`config.mk`:
```
export PLATFORM = sky130hd
export DESIGN_NAME = reaction_timer
export DESIGN_NICKNAME = d
export VERILOG_FILES = /design/src/rtl/reaction_pkg.sv /design/src/rtl/edge_detect.sv /design/src/rtl/reaction_timer.sv
export SDC_FILE = /design/constraint.sdc
export NUM_CORES = 1
export LEC_CHECK = 0
export BUFFER_PORTS_ARGS = -buffer_cell sky130_fd_sc_hd__buf_2
export CAP_MARGIN = 20
export CORE_AREA = 2 2 58 60
export CTS_CLUSTER_DIAMETER = 60
export CTS_CLUSTER_SIZE = 20
export DETAILED_ROUTE_END_ITERATION = 8
export DIE_AREA = 0 0 60 62
export GPL_ROUTABILITY_DRIVEN = 1
export MAX_ROUTING_LAYER = met4
export PLACE_DENSITY_LB_ADDON = 0.05
export SKIP_CTS_REPAIR_TIMING = 1
export SKIP_LAST_GASP = 1
export SLEW_MARGIN = 20
export SYNTH_ARGS = -nofsm -noshare
export SYNTH_HDL_FRONTEND = slang
export SYNTH_SLANG_ARGS = --single-unit
```
`constraint.sdc`:
```
create_clock -name clk -period 5.4 [get_ports clk]
set_clock_uncertainty 0.05 [all_clocks]
set_input_delay 0.81 -clock clk [delete_from_list [all_inputs] [get_ports clk]]
set_output_delay 0.81 -clock clk [all_outputs]
set_load 0.05 [all_outputs]
```
`src/rtl/reaction_pkg.sv`:
```
// rtl/reaction_pkg.sv - shared state encoding and default counter width
package reaction_pkg;

    localparam int DEFAULT_WIDTH = 16;

    typedef enum logic [1:0] {
        IDLE     = 2'd0,
        MEASURE  = 2'd1,
        DONE     = 2'd2,
        WAIT_LOW = 2'd3
    } state_e;

endpackage

```
`src/rtl/edge_detect.sv`:
```
// rtl/edge_detect.sv - rising-edge detector for an already synchronised level
module edge_detect (
    input  logic clk,
    input  logic rst,
    input  logic in,
    output logic rise
);

    logic in_q;
    logic in_d;

    always_comb begin
        in_d = in;
    end

    // Cleared in reset so a level already high at release counts as an edge.
    always_ff @(posedge clk) begin
        if (rst) begin
            in_q <= 1'b0;
        end else begin
            in_q <= in_d;
        end
    end

    assign rise = in & ~in_q;

endmodule

```
`src/rtl/reaction_timer.sv`:
```
// rtl/reaction_timer.sv - counts clk cycles from a start pulse to the next button press
module reaction_timer
    import reaction_pkg::*;
#(
    parameter int WIDTH = DEFAULT_WIDTH
) (
    input  logic             clk,
    input  logic             rst,
    input  logic             start,
    input  logic             press,
    output logic [WIDTH-1:0] reaction,
    output logic             valid,
    output logic             overflow,
    output logic             early,
    output logic             busy
);

    localparam logic [WIDTH-1:0] COUNT_MAX = '1;

    state_e           state_q, state_d;
    logic [WIDTH-1:0] count_q, count_d;
    logic [WIDTH-1:0] reaction_q, reaction_d;
    logic             overflow_q, overflow_d;
    logic             early_q, early_d;
    logic             press_rise;

    edge_detect u_press_edge (
        .clk  (clk),
        .rst  (rst),
        .in   (press),
        .rise (press_rise)
    );

    always_comb begin
        state_d = state_q;
        case (state_q)
            IDLE:     if (start) state_d = MEASURE;
            MEASURE:  if (press_rise || (count_q == COUNT_MAX)) state_d = DONE;
            DONE:     state_d = press ? WAIT_LOW : IDLE;
            WAIT_LOW: if (!press) state_d = IDLE;
            default:  state_d = IDLE;
        endcase
    end

    always_ff @(posedge clk) begin
        if (rst) begin
            state_q <= IDLE;
        end else begin
            state_q <= state_d;
        end
    end

    // A press edge coinciding with start is swallowed: no early pulse, no result.
    always_comb begin
        count_d    = count_q;
        reaction_d = reaction_q;
        overflow_d = overflow_q;
        early_d    = 1'b0;
        case (state_q)
            IDLE: begin
                if (start) begin
                    count_d = '0;
                end else if (press_rise) begin
                    early_d = 1'b1;
                end
            end
            MEASURE: begin
                if (press_rise) begin
                    reaction_d = count_q;
                    overflow_d = 1'b0;
                end else if (count_q == COUNT_MAX) begin
                    reaction_d = COUNT_MAX;
                    overflow_d = 1'b1;
                end else begin
                    count_d = count_q + 1'b1;
                end
            end
            default: ;
        endcase
    end

    always_ff @(posedge clk) begin
        if (rst) begin
            count_q    <= '0;
            reaction_q <= '0;
            overflow_q <= 1'b0;
            early_q    <= 1'b0;
        end else begin
            count_q    <= count_d;
            reaction_q <= reaction_d;
            overflow_q <= overflow_d;
            early_q    <= early_d;
        end
    end

    assign reaction = reaction_q;
    assign overflow = overflow_q;
    assign early    = early_q;
    assign valid    = (state_q == DONE);
    assign busy     = (state_q == MEASURE);

endmodule
```
**Word-level counts from Yosys, hierarchy flattened**

Cells that the tools add are included.
Widths: inputs -> output; s select.

- Add/subtract/negate cells: 1
- Equal/unequal tests: 9
- Mux-type cells: 14
- Bitwise gates (word level): 3
- Reduce and logical (&&, ||, !) cells: 8

Operators by type and width:

| cell | count |
|---|---|
| $mux 16 | 5 |
| $pmux 16 s2 | 1 |
| $add 16x1->16 const B | 1 |
| $eq 16x16->1 const B | 1 |
| $mux 2 | 4 |
| $ne 2x2->1 const B | 4 |
| $pmux 2 s4 | 1 |
| $eq 2x2->1 const B | 2 |
| $reduce_and 4->1 | 1 |
| $reduce_bool 2->1 | 2 |
| $mux 1 | 3 |
| $reduce_and 3->1 | 1 |
| $reduce_or 3->1 | 1 |
| $eq 2x1->1 const B | 1 |
| $logic_not 2->1 | 1 |
| $ne 2x1->1 const B | 1 |
| $not 1->1 | 2 |
| $reduce_and 2->1 | 1 |
| $and 1x1->1 | 1 |
| $logic_or 1x1->1 | 1 |

- Bits in registers: 37
- Input bits: 4
- Output and inout bits: 20
- Word-level logic and storage cells: 41

**Depth between registers and ports, before layout**

Gate-level depths: netlist (run 1).

- Word-level depth: 5
- Depth in mapped cells: 6
- Gate-level depth less buffers: 5

**By module**

From an unflattened synthesis (run 1), not the netlist that was laid out.

- Cell total of the unflattened synthesis: 214
- Area, all modules: 1799.2 um2

Modules (own cells, without submodules):

| module | instances | cells an instance | area an instance (um2) | seq. area each (um2) |
|---|---|---|---|---|
| reaction_timer | 1 | 211 | 1751.7 | 720.7 |
| edge_detect | 1 | 3 | 47.5 | 20.0 |

**Worst setup path before layout (run 1)**

No wires, ideal clock.

- Path type: input -> register
- Start: input rst
- End: register count_q[13]
- Library setup time: 0.082 ns
- Arrival time: 1.874 ns
- Data required time: 5.268 ns
- Setup slack: 3.393 ns
- Stages: 4
- Buffers on the path: 1
- Cells stage by stage: clkbuf_1 or3b_2 or3_1 o221ai_1

RTL lines:

| what | RTL line | RTL |
|---|---|---|
| start: declaration | reaction_timer.sv:8 | `input logic rst,` |
| end signal: assignment | reaction_timer.sv:89 | `count_q <= count_d;` |
| end: declaration | reaction_timer.sv:21 | `logic [WIDTH-1:0] count_q, count_d;` |

**Worst setup path in the final report (run 1)**

- Start: register state_q[0]
- End: output busy

- Longest elaborated chain between the ends: 1

Ends and longest elaborated chain:

| what | RTL line | RTL |
|---|---|---|
| start: declaration | reaction_timer.sv:20 | `state_e state_q, state_d;` |
| start signal: assignment | reaction_timer.sv:49 | `state_q <= state_d;` |
| $eq 2x1->1 | reaction_timer.sv:100 | `assign busy = (state_q == MEASURE);` |
| end: declaration | reaction_timer.sv:15 | `output logic busy` |

Every way passes these cells.

==> flow_summary.json, run 1 <==
{
  "end_kind": "output pin",
  "cts_buffer_depth": 2,
  "tns_ns": 0,
  "crit_chain": "nor2b_1 -> buf_2",
  "final_util": 0.6198,
  "cp_data_required_time_ns": 4.54,
  "critPathKind": "reg -> out",
  "area_delta_synth_final_pct": 10.76,
  "synth_area_um2": 1779,
  "fin_crit_sh": 0.4835,
  "clk_pin_slew_ns": 0.10,
  "hpwl_mm": 2.782,
  "fp-row-count": 21,
  "leakage_nw": 0.7968,
  "n_antenna_cell": 0,
  "fp.dieH_um": 62,
  "powerDensity_nw_per_um2": 265.4,
  "preCtsSetupSlack_ns": 3.019,
  "synth.top_cell.area_share": 0.4163,
  "path_max_fanout": 7,
  "finalCriticalPeriod_ns": 2.611,
  "critPathTopFamily": "simple AND/OR/NAND/NOR gates",
  "worstSkewPairLatency_ns": 0.34,
  "drv_cap": 0,
  "rrSetupSlack_ns": 3.05,
  "io_buffers": 23,
  "drive_above_1_share": 0.2133,
  "rsz0062_at_grt": "false",
  "grt.total_usage": 0.2490,
  "synthCells": 203,
  "yosysWarnings": 0,
  "routed_wl_mm": 3.986,
  "core_area_um2": 3179,
  "post-route-drc-count": 0,
  "synth_seq_cells": 37,
  "cts_root_buf": "clkbuf_4",
  "outcome": "complete, no violations",
  "wl_per_cell_um": 14.71,
  "h-tree-depth": 2,
  "clock_sinks": 37,
  "synth_edf_count": 0,
  "grt_pass1_wl_mm": 6.603,
  "worstMarginPinSlew_ns": 0.6354,
  "ys_types": 48,
  "dp.cells": 264,
  "synth_area_leaders": "dfxtp_1 42%, a211oi_2 6.3%, nor2_1 4.9%",
  "fp.dieW_um": 60,
  "ir_drop_mv": 0.1293,
  "stdcell_count": 271,
  "drtIter0Drc": 50,
  "yosysSeqAreaShare": 0.4163,
  "ant_nets": 0,
  "cp_num_cells": 2,
  "critPathLaunchType": "flip-flop",
  "cp_num_buf_inv": 1,
  "io_pins": 24,
  "grt_max_degree": 26,
  "fin_nets": 230,
  "grt.overflow.total": 0,
  "r2r-end": "count_q[9]",
  "r2r-start": "count_q[3]",
  "relSlewSlack": 0.5732,
  "syn_avg_cell_area_um2": 8.765,
  "dieArea_um2": 3720,
  "antenna_found_initial": 0,
  "cp_slowest_cell": "nor2b_1",
  "max_stage_delay_ns": 0.56,
  "max_freq_mhz": 383.0,
  "hold_class": "reg -> reg",
  "vias": 1597,
  "numCtsBuffers": 5,
  "yosysTopAreaCell": "dfxtp_1",
  "gp_congestion": 0.8454,
  "ys.flop_type": "dfxtp_1",
  "ff2ff_path_depth": 4,
  "cp-startpoint": "state_q[0]",
  "syn-num-nets": 208,
  "setup_viol": 0,
  "cts_tree": "done",
  "initial_core_util": 0.5596,
  "grt_pass1_vias": 1419,
  "hold_viol": 0,
  "async_flop_share": 0,
  "arrival_ns": 1.75,
  "layout_setup_ws_ns": 2.789,
  "worstSetupEndpoint": "busy",
  "slew_viol_final": 0,
  "drt_pass1_iterations": 4,
  "via_per_inst": 5.893
}
[metrics by stage]
stage	power (W)	hold WS (ns)	cell area (um2)
floorplan	0.0003618	0.4123	1779
global placement	0.0003776	0.3906	1916
detailed placement	0.0003794	0.3917	1916
CTS	0.0005256	0.4115	1971
global route	0.0005476	0.4322	1971
finish	0.0005230	0.4090	1971
[synth_stat cells, types with 2 or more instances]
cell	count
dfxtp_1	37
nor2_1	23
inv_1	22
nand2_1	16
nand3_1	11
a211oi_2	9
a31oi_1	9
a211oi_1	7
clkbuf_1	6
nor2b_1	5
nor4_1	5
nor3_1	4
or4_1	4
a21oi_1	3
o211ai_1	3
o21ai_0	3
a211o_1	2
a311oi_1	2
buf_2	2
or3_1	2
[cells by family (layout without fill, tap and decap cells)]
| group | count (synthesis) | count (layout) | synth area share |
|---|---|---|---|
| AO/OA/AOI/OAI | 51 | 51 | 0.2461 |
| adder cells (fa/ha/maj) | 1 | 1 | 0.007031 |
| buffers and inverters | 31 | 53 | 0.07103 |
| flip-flops | 37 | 37 | 0.4163 |
| multiplexers | 2 | 2 | 0.01195 |
| AND/OR/NAND/NOR | 81 | 81 | 0.2475 |
[worst min-delay path by stage]
stage                      startpoint          end  slack (ns)  cells after the start
after CTS                 reaction[4]  reaction[4]        0.41                      2
after floorplan            count_q[5]   count_q[5]        0.41                      1
final                     reaction[5]  reaction[5]        0.41                      2
after detailed placement  reaction[4]  reaction[4]        0.39                      2
after global routing      reaction[5]  reaction[5]        0.43                      2
after global placement    reaction[3]  reaction[3]        0.39                      2
[worst min-delay path: cells and delay by family (launching register included)]
kind,cells,cell delay [ns]
compound gates,1,0.05
flops,1,0.32
buf+inv,1,0.05
[cells in the final DEF, fill, tap and decap left out, types with 2 or more instances in the layout]
cell,Yosys,routed
nor4_1,5,5
o21ai_0,3,3
or3_1,2,2
buf_2,2,23
a31oi_1,9,9
inv_1,22,22
a311oi_1,2,2
nand2_1,16,16
clkbuf_4,0,5
nor3_1,4,4
nor2b_1,5,5
dfxtp_1,37,37
a211oi_2,9,9
a21oi_1,3,3
a211oi_1,7,7
nand3_1,11,11
a211o_1,2,2
nor2_1,23,23
o211ai_1,3,3
or4_1,4,4
[where the power goes]
part / switching (W) / total, W / leakage (nW) / internal (W)
combinational: 0.0000634 / 0.0000850 / 0.465 / 0.0000216
clock: 0.0000875 / 0.000149 / 0.0314 / 0.0000615
sequential: 0.00000657 / 0.000289 / 0.300 / 0.000282
[sequential cells by signal (all words and copies together), names as in the netlist]
name	count
count_q	16
reaction	16
state_q	2
early	1
overflow	1
u_press_edge.in_q	1
[per-layer routing]
| metal | track usage | routed length, um | up-vias |
|---|---|---|---|
| li1 | - | - | 784 |
| met1 | 0.3180 | 1915 | 744 |
| met2 | 0.3680 | 1731 | 56 |
| met3 | 0.04969 | 223 | 13 |
| met4 | 0.1397 | 116 | 0 |
| met5 | - | 0 | - |
[cell type report]
| type | instances | area (um2) |
|---|---|---|
| clock buffer | 7 | 55.05 |
| fill | 282 | 1209 |
| inverter | 22 | 82.58 |
| multi-input combinational | 135 | 912.1 |
| sequential | 37 | 740.7 |
| tap | 46 | 57.56 |
| timing repair buffer | 24 | 122.6 |
(Power assumes the default switching activity.)
==> inputs of run 2 (changes only) <==
--- a/config.mk
+++ b/config.mk
@@ -7,11 +7,11 @@
 export LEC_CHECK = 0
 export BUFFER_PORTS_ARGS = -buffer_cell sky130_fd_sc_hd__buf_2
 export CAP_MARGIN = 20
-export CORE_AREA = 2 2 58 60
+export CORE_AREA = 2 2 63 65
 export CTS_CLUSTER_DIAMETER = 60
 export CTS_CLUSTER_SIZE = 20
 export DETAILED_ROUTE_END_ITERATION = 8
-export DIE_AREA = 0 0 60 62
+export DIE_AREA = 0 0 65 67
 export GPL_ROUTABILITY_DRIVEN = 1
 export MAX_ROUTING_LAYER = met4
 export PLACE_DENSITY_LB_ADDON = 0.05
==> constraint.sdc (replaced) <==
create_clock -name clk -period 2.4 [get_ports clk]
set_clock_uncertainty 0.05 [all_clocks]
set_input_delay 0.36 -clock clk [delete_from_list [all_inputs] [get_ports clk]]
set_output_delay 0.36 -clock clk [all_outputs]
set_load 0.05 [all_outputs]
==> run 2 against run 1 <==
Register-to-register slack got worse by 2.9 ns. Power increased by 140%. Final area up 3.2%. First-iteration DRC count grew 120%. Global-route usage decreased by 3.5 points. Highest routed layer unchanged. Critical endpoint is now count_q[9]. Routed wire length up 0.83%. Via count down 2.7%. Count of clock-buffer cells in the layout stayed put. Final cell count grew 2.2%. Flip-flop and latch count unchanged.
==> flow_summary.json, run 2 (same netlist as run 1, synthesis figures left out) <==
{
  "seqCellArea_um2": 740.7,
  "cts_buffer_depth": 2,
  "worstSkewPairLatency_ns": 0.29,
  "cts_tree": "done",
  "fin_nets": 234,
  "ff2ff_path_depth": 4,
  "gp_congestion": 0.8980,
  "critPathLaunchType": "flip-flop",
  "ir_drop_mv": 0.2518,
  "via_per_inst": 5.610,
  "post-route-drc-count": 0,
  "cts_root_buf": "clkbuf_8",
  "antenna_found_initial": 0,
  "drtIter0Drc": 112,
  "end_kind": "flip-flop",
  "fp.dieW_um": 65,
  "rrSetupSlack_ns": 0.16,
  "ant_nets": 0,
  "grt.overflow.total": 0,
  "hold_viol": 0,
  "dp.cells": 270,
  "arrival_ns": 2.33,
  "fp.dieH_um": 67,
  "hold_depth": 2,
  "grt_pass1_vias": 1452,
  "drive_above_1_share": 0.2271,
  "hold_class": "in -> reg",
  "slew_viol_final": 0,
  "worstMarginPinSlew_ns": 0.5987,
  "clock_sinks": 37,
  "setup_viol": 0,
  "fill_cells": 336,
  "stdcell_count": 277,
  "vias": 1554,
  "h-tree-depth": 2,
  "final_cell_mix": "37 x dfxtp_1, 23 x nor2_1, 23 x buf_2",
  "finalCriticalPeriod_ns": 2.242,
  "r2r-end": "count_q[9]",
  "drt_pass1_iterations": 4,
  "cp_data_required_time_ns": 2.49,
  "tns_ns": 0,
  "rsz0062_at_grt": "false",
  "hpwl_mm": 2.886,
  "core_area_um2": 3606,
  "routed_wl_mm": 4.019,
  "multi_input_area_um2": 912.1,
  "wl_per_cell_um": 14.51,
  "leakage_nw": 0.8310,
  "n_antenna_cell": 0,
  "relSlewSlack": 0.5993,
  "dieArea_um2": 4355,
  "hp-start": "start",
  "grt_max_degree": 26,
  "grt_pass1_wl_mm": 6.948,
  "outcome": "complete, no violations",
  "r2r-start": "count_q[2]",
  "numCtsBuffers": 5,
  "initial_core_util": 0.4934,
  "area_delta_synth_final_pct": 14.35,
  "critPathKind": "reg -> reg",
  "path_max_fanout": 15,
  "drv_cap": 0,
  "min_to": "early",
  "fin_crit_sh": 0.9342,
  "grt.total_usage": 0.2144,
  "mostFrequentLayoutCell": "dfxtp_1",
  "fp-row-count": 22,
  "max_freq_mhz": 446.0,
  "io_buffers": 23,
  "clk_pin_slew_ns": 0.07,
  "powerDensity_nw_per_um2": 628.7,
  "io_pins": 24
}
## run 2: power by group
part / internal (W) / switching (W)
Clock: 0.000228 / 0.000209
Sequential: 0.000636 / 0.0000144
Combinational: 0.0000502 / 0.000142
## run 2: how the worst max path moves through the flow
stage | slack, ns | end | cells after the start | from
after global placement | 0.29 | count_q[9] | 4 | count_q[3]
final | 0.16 | count_q[9] | 4 | count_q[2]
after global routing | 0.01 | count_q[9] | 4 | count_q[3]
after floorplan | 0.55 | count_q[4] | 5 | state_q[0]
after CTS | 0.16 | count_q[9] | 4 | count_q[3]
after detailed placement | 0.19 | count_q[9] | 4 | count_q[3]
## run 2: stage by stage
stage | total power, W | setup slack, ns | hold slack, ns | instance area [um2] | util
final | 0.001279 | 0.1579 | 0.2369 | 2034 | 0.5642
after global routing | 0.001337 | 0.01398 | 0.2475 | 2034 | 0.5642
after CTS | 0.001294 | 0.1558 | 0.2261 | 2034 | 0.5642
after detailed placement | 0.0008566 | 0.1915 | 0.3925 | 1948 | 0.5403
after global placement | 0.0008533 | 0.2859 | 0.3891 | 1948 | 0.5403
after floorplan | 0.0008140 | 0.5461 | 0.3870 | 1779 | -
## run 2: layer usage
layer,vias up,track usage,wire length (um)
met5,-,-,0
met4,0,0.06383,40
met3,5,0.05236,214
met2,46,0.3235,1703
met1,710,0.2851,2061
li1,793,-,-
## run 2: layout make-up
type | instances | area share
Clock buffer | 7 | 0.04244
Multi-Input combinational cell | 135 | 0.4483
Sequential cell | 37 | 0.3641
Timing Repair Buffer | 28 | 0.07503
Inverter | 22 | 0.04059
Tap cell | 48 | 0.02952
## run 2: worst max-delay path, cell delays in order (launching register included)
cell	delay (ns)
dfxtp_1	0.47
nand4_2	0.36
or4_1	0.78
a311oi_1	0.34
a311oi_1	0.09
==> inputs of run 3 (changes only) <==
--- a/config.mk
+++ b/config.mk
@@ -14,7 +14,7 @@
 export DIE_AREA = 0 0 65 67
 export GPL_ROUTABILITY_DRIVEN = 1
 export MAX_ROUTING_LAYER = met4
-export PLACE_DENSITY_LB_ADDON = 0.05
+export PLACE_DENSITY = 0.72
 export SKIP_CTS_REPAIR_TIMING = 1
 export SKIP_LAST_GASP = 1
 export SLEW_MARGIN = 20
==> run 3 against run 2 <==
Via count rose by 1.1%. Register-to-register slack improved by 0.13 ns. Critical path depth is the same. Maximum frequency is 6.1% higher. Combinational power up 3%. Routed wire length shrank 3.3%. Setup slack better by 0.13 ns. Non-clock buffer count increased by 3. Critical endpoint unchanged. Largest cell class unchanged. Largest power group unchanged.
==> flow_summary.json, run 3 (same netlist as run 1, synthesis figures left out) <==
{
  "rsz0062_at_grt": "false",
  "fp.dieW_um": 65,
  "worstSkewPairLatency_ns": 0.28,
  "vias": 1571,
  "cts_buffer_depth": 2,
  "grt.overflow.total": 0,
  "critPathKind": "reg -> reg",
  "leakage_nw": 0.8432,
  "n_antenna_cell": 0,
  "cts_tree": "done",
  "h-tree-depth": 2,
  "grt_pass1_vias": 1441,
  "setup_viol": 0,
  "cp_data_required_time_ns": 2.51,
  "worst_path_most_repeated_cell": "a311oi_1",
  "fp-row-count": 22,
  "initial_core_util": 0.4934,
  "dieArea_um2": 4355,
  "hold_viol": 0,
  "fin_crit_sh": 0.8809,
  "hpwl_mm": 2.726,
  "fin_nets": 237,
  "io_buffers": 23,
  "stdcell_count": 280,
  "relSlewSlack": 0.5888,
  "ir_drop_mv": 0.3161,
  "cp_num_buf_inv": 0,
  "area_delta_synth_final_pct": 15.61,
  "timing.hold.ws_ns": 0.2399,
  "mostFrequentLayoutCell": "dfxtp_1",
  "crit_chain": "nand4_2 -> or4_1 -> a311oi_1 -> a311oi_1",
  "end_kind": "flip-flop",
  "critPathLaunchType": "flip-flop",
  "finalCriticalPeriod_ns": 2.114,
  "grt_pass1_wl_mm": 6.713,
  "critPathTopFamily": "simple AND/OR/NAND/NOR gates",
  "post-route-drc-count": 0,
  "core_area_um2": 3606,
  "tns_ns": 0,
  "final_cell_mix": "37 x dfxtp_1, 23 x nor2_1, 23 x buf_2",
  "cts_root_buf": "clkbuf_8",
  "antenna_found_initial": 0,
  "hold_class": "in -> reg",
  "routed_wl_mm": 3.886,
  "max_freq_mhz": 473.0,
  "final_util": 0.5704,
  "wl_per_cell_um": 13.88,
  "drv_cap": 0,
  "arrival_ns": 2.22,
  "io_pins": 24,
  "dp.cells": 273,
  "clock_sinks": 37,
  "clk_pin_slew_ns": 0.07,
  "powerDensity_nw_per_um2": 622.7,
  "path_max_fanout": 9,
  "grt.total_usage": 0.2032,
  "slew_viol_final": 0,
  "cp_slowest_cell": "or4_1",
  "worstMarginPinSlew_ns": 0.6127,
  "grt_max_degree": 19,
  "ant_nets": 0,
  "max_stage_delay_ns": 0.76,
  "drtIter0Drc": 107,
  "via_per_inst": 5.611,
  "drive_above_1_share": 0.2371,
  "outcome": "complete, no violations",
  "numCtsBuffers": 5,
  "gp_congestion": 0.9229,
  "fp.dieH_um": 67,
  "drt_pass1_iterations": 4
}
[run 3: changes by cell type in the layout (fill, tap and decap cells not counted)]
cell   change
buf_4      +3
[run 3: report_power, final]
part	total [W]	internal (W)	switching, W
Sequential	0.000649	0.000636	0.0000134
Combinational	0.000197	0.0000543	0.000143
Clock	0.000435	0.000228	0.000207
[run 3: worst reg2reg max path, stage by stage, from the launching register on]
cell and delay, ns:
dfxtp_1 0.47, nand4_2 0.28, or4_1 0.76, a311oi_1 0.35, a311oi_1 0.08
[run 3: stage by stage]
| step | setup slack, ns | area (um2) | power, W |
|---|---|---|---|
| after floorplan | 0.5461 | 1779 | 0.0008140 |
| after global placement | 0.3744 | 1971 | 0.0008592 |
| after detailed placement | 0.3172 | 1971 | 0.0008603 |
| after CTS | 0.2953 | 2057 | 0.001290 |
| after global routing | 0.1501 | 2057 | 0.001336 |
| final | 0.2859 | 2057 | 0.001281 |
[run 3: cell type report]
type | count | area [um2]
repair buffers | 31 | 175.2
flip-flops and latches | 37 | 740.7
multi-input cells | 135 | 912.1
inverters | 22 | 82.58
fillers | 346 | 1549
clock buffers | 7 | 86.33
well taps | 48 | 60.06
[run 3: layer usage]
| layer | vias to the layer above | global-route usage | wire length [um] | share of wire |
|---|---|---|---|---|
| met1 | 724 | 0.2678 | 1925 | 0.50 |
| met2 | 47 | 0.3054 | 1723 | 0.44 |
| met5 | - | - | 0 | 0 |
| met4 | 0 | 0.08511 | 54 | 0.014 |
| met3 | 7 | 0.03885 | 182 | 0.047 |
| li1 | 793 | - | - | - |
[run 3: final timing paths]
| check | startpoint | endpoint | slack, ns | depth (start not counted) |
|---|---|---|---|---|
| hold / removal | start | early | 0.24 | 2 |
| setup / recovery | count_q[3] | count_q[9] | 0.29 | 4 |
| setup reg to reg | count_q[3] | count_q[9] | 0.29 | 4 |
| hold reg to reg | reaction[5] | reaction[5] | 0.40 | 2 |
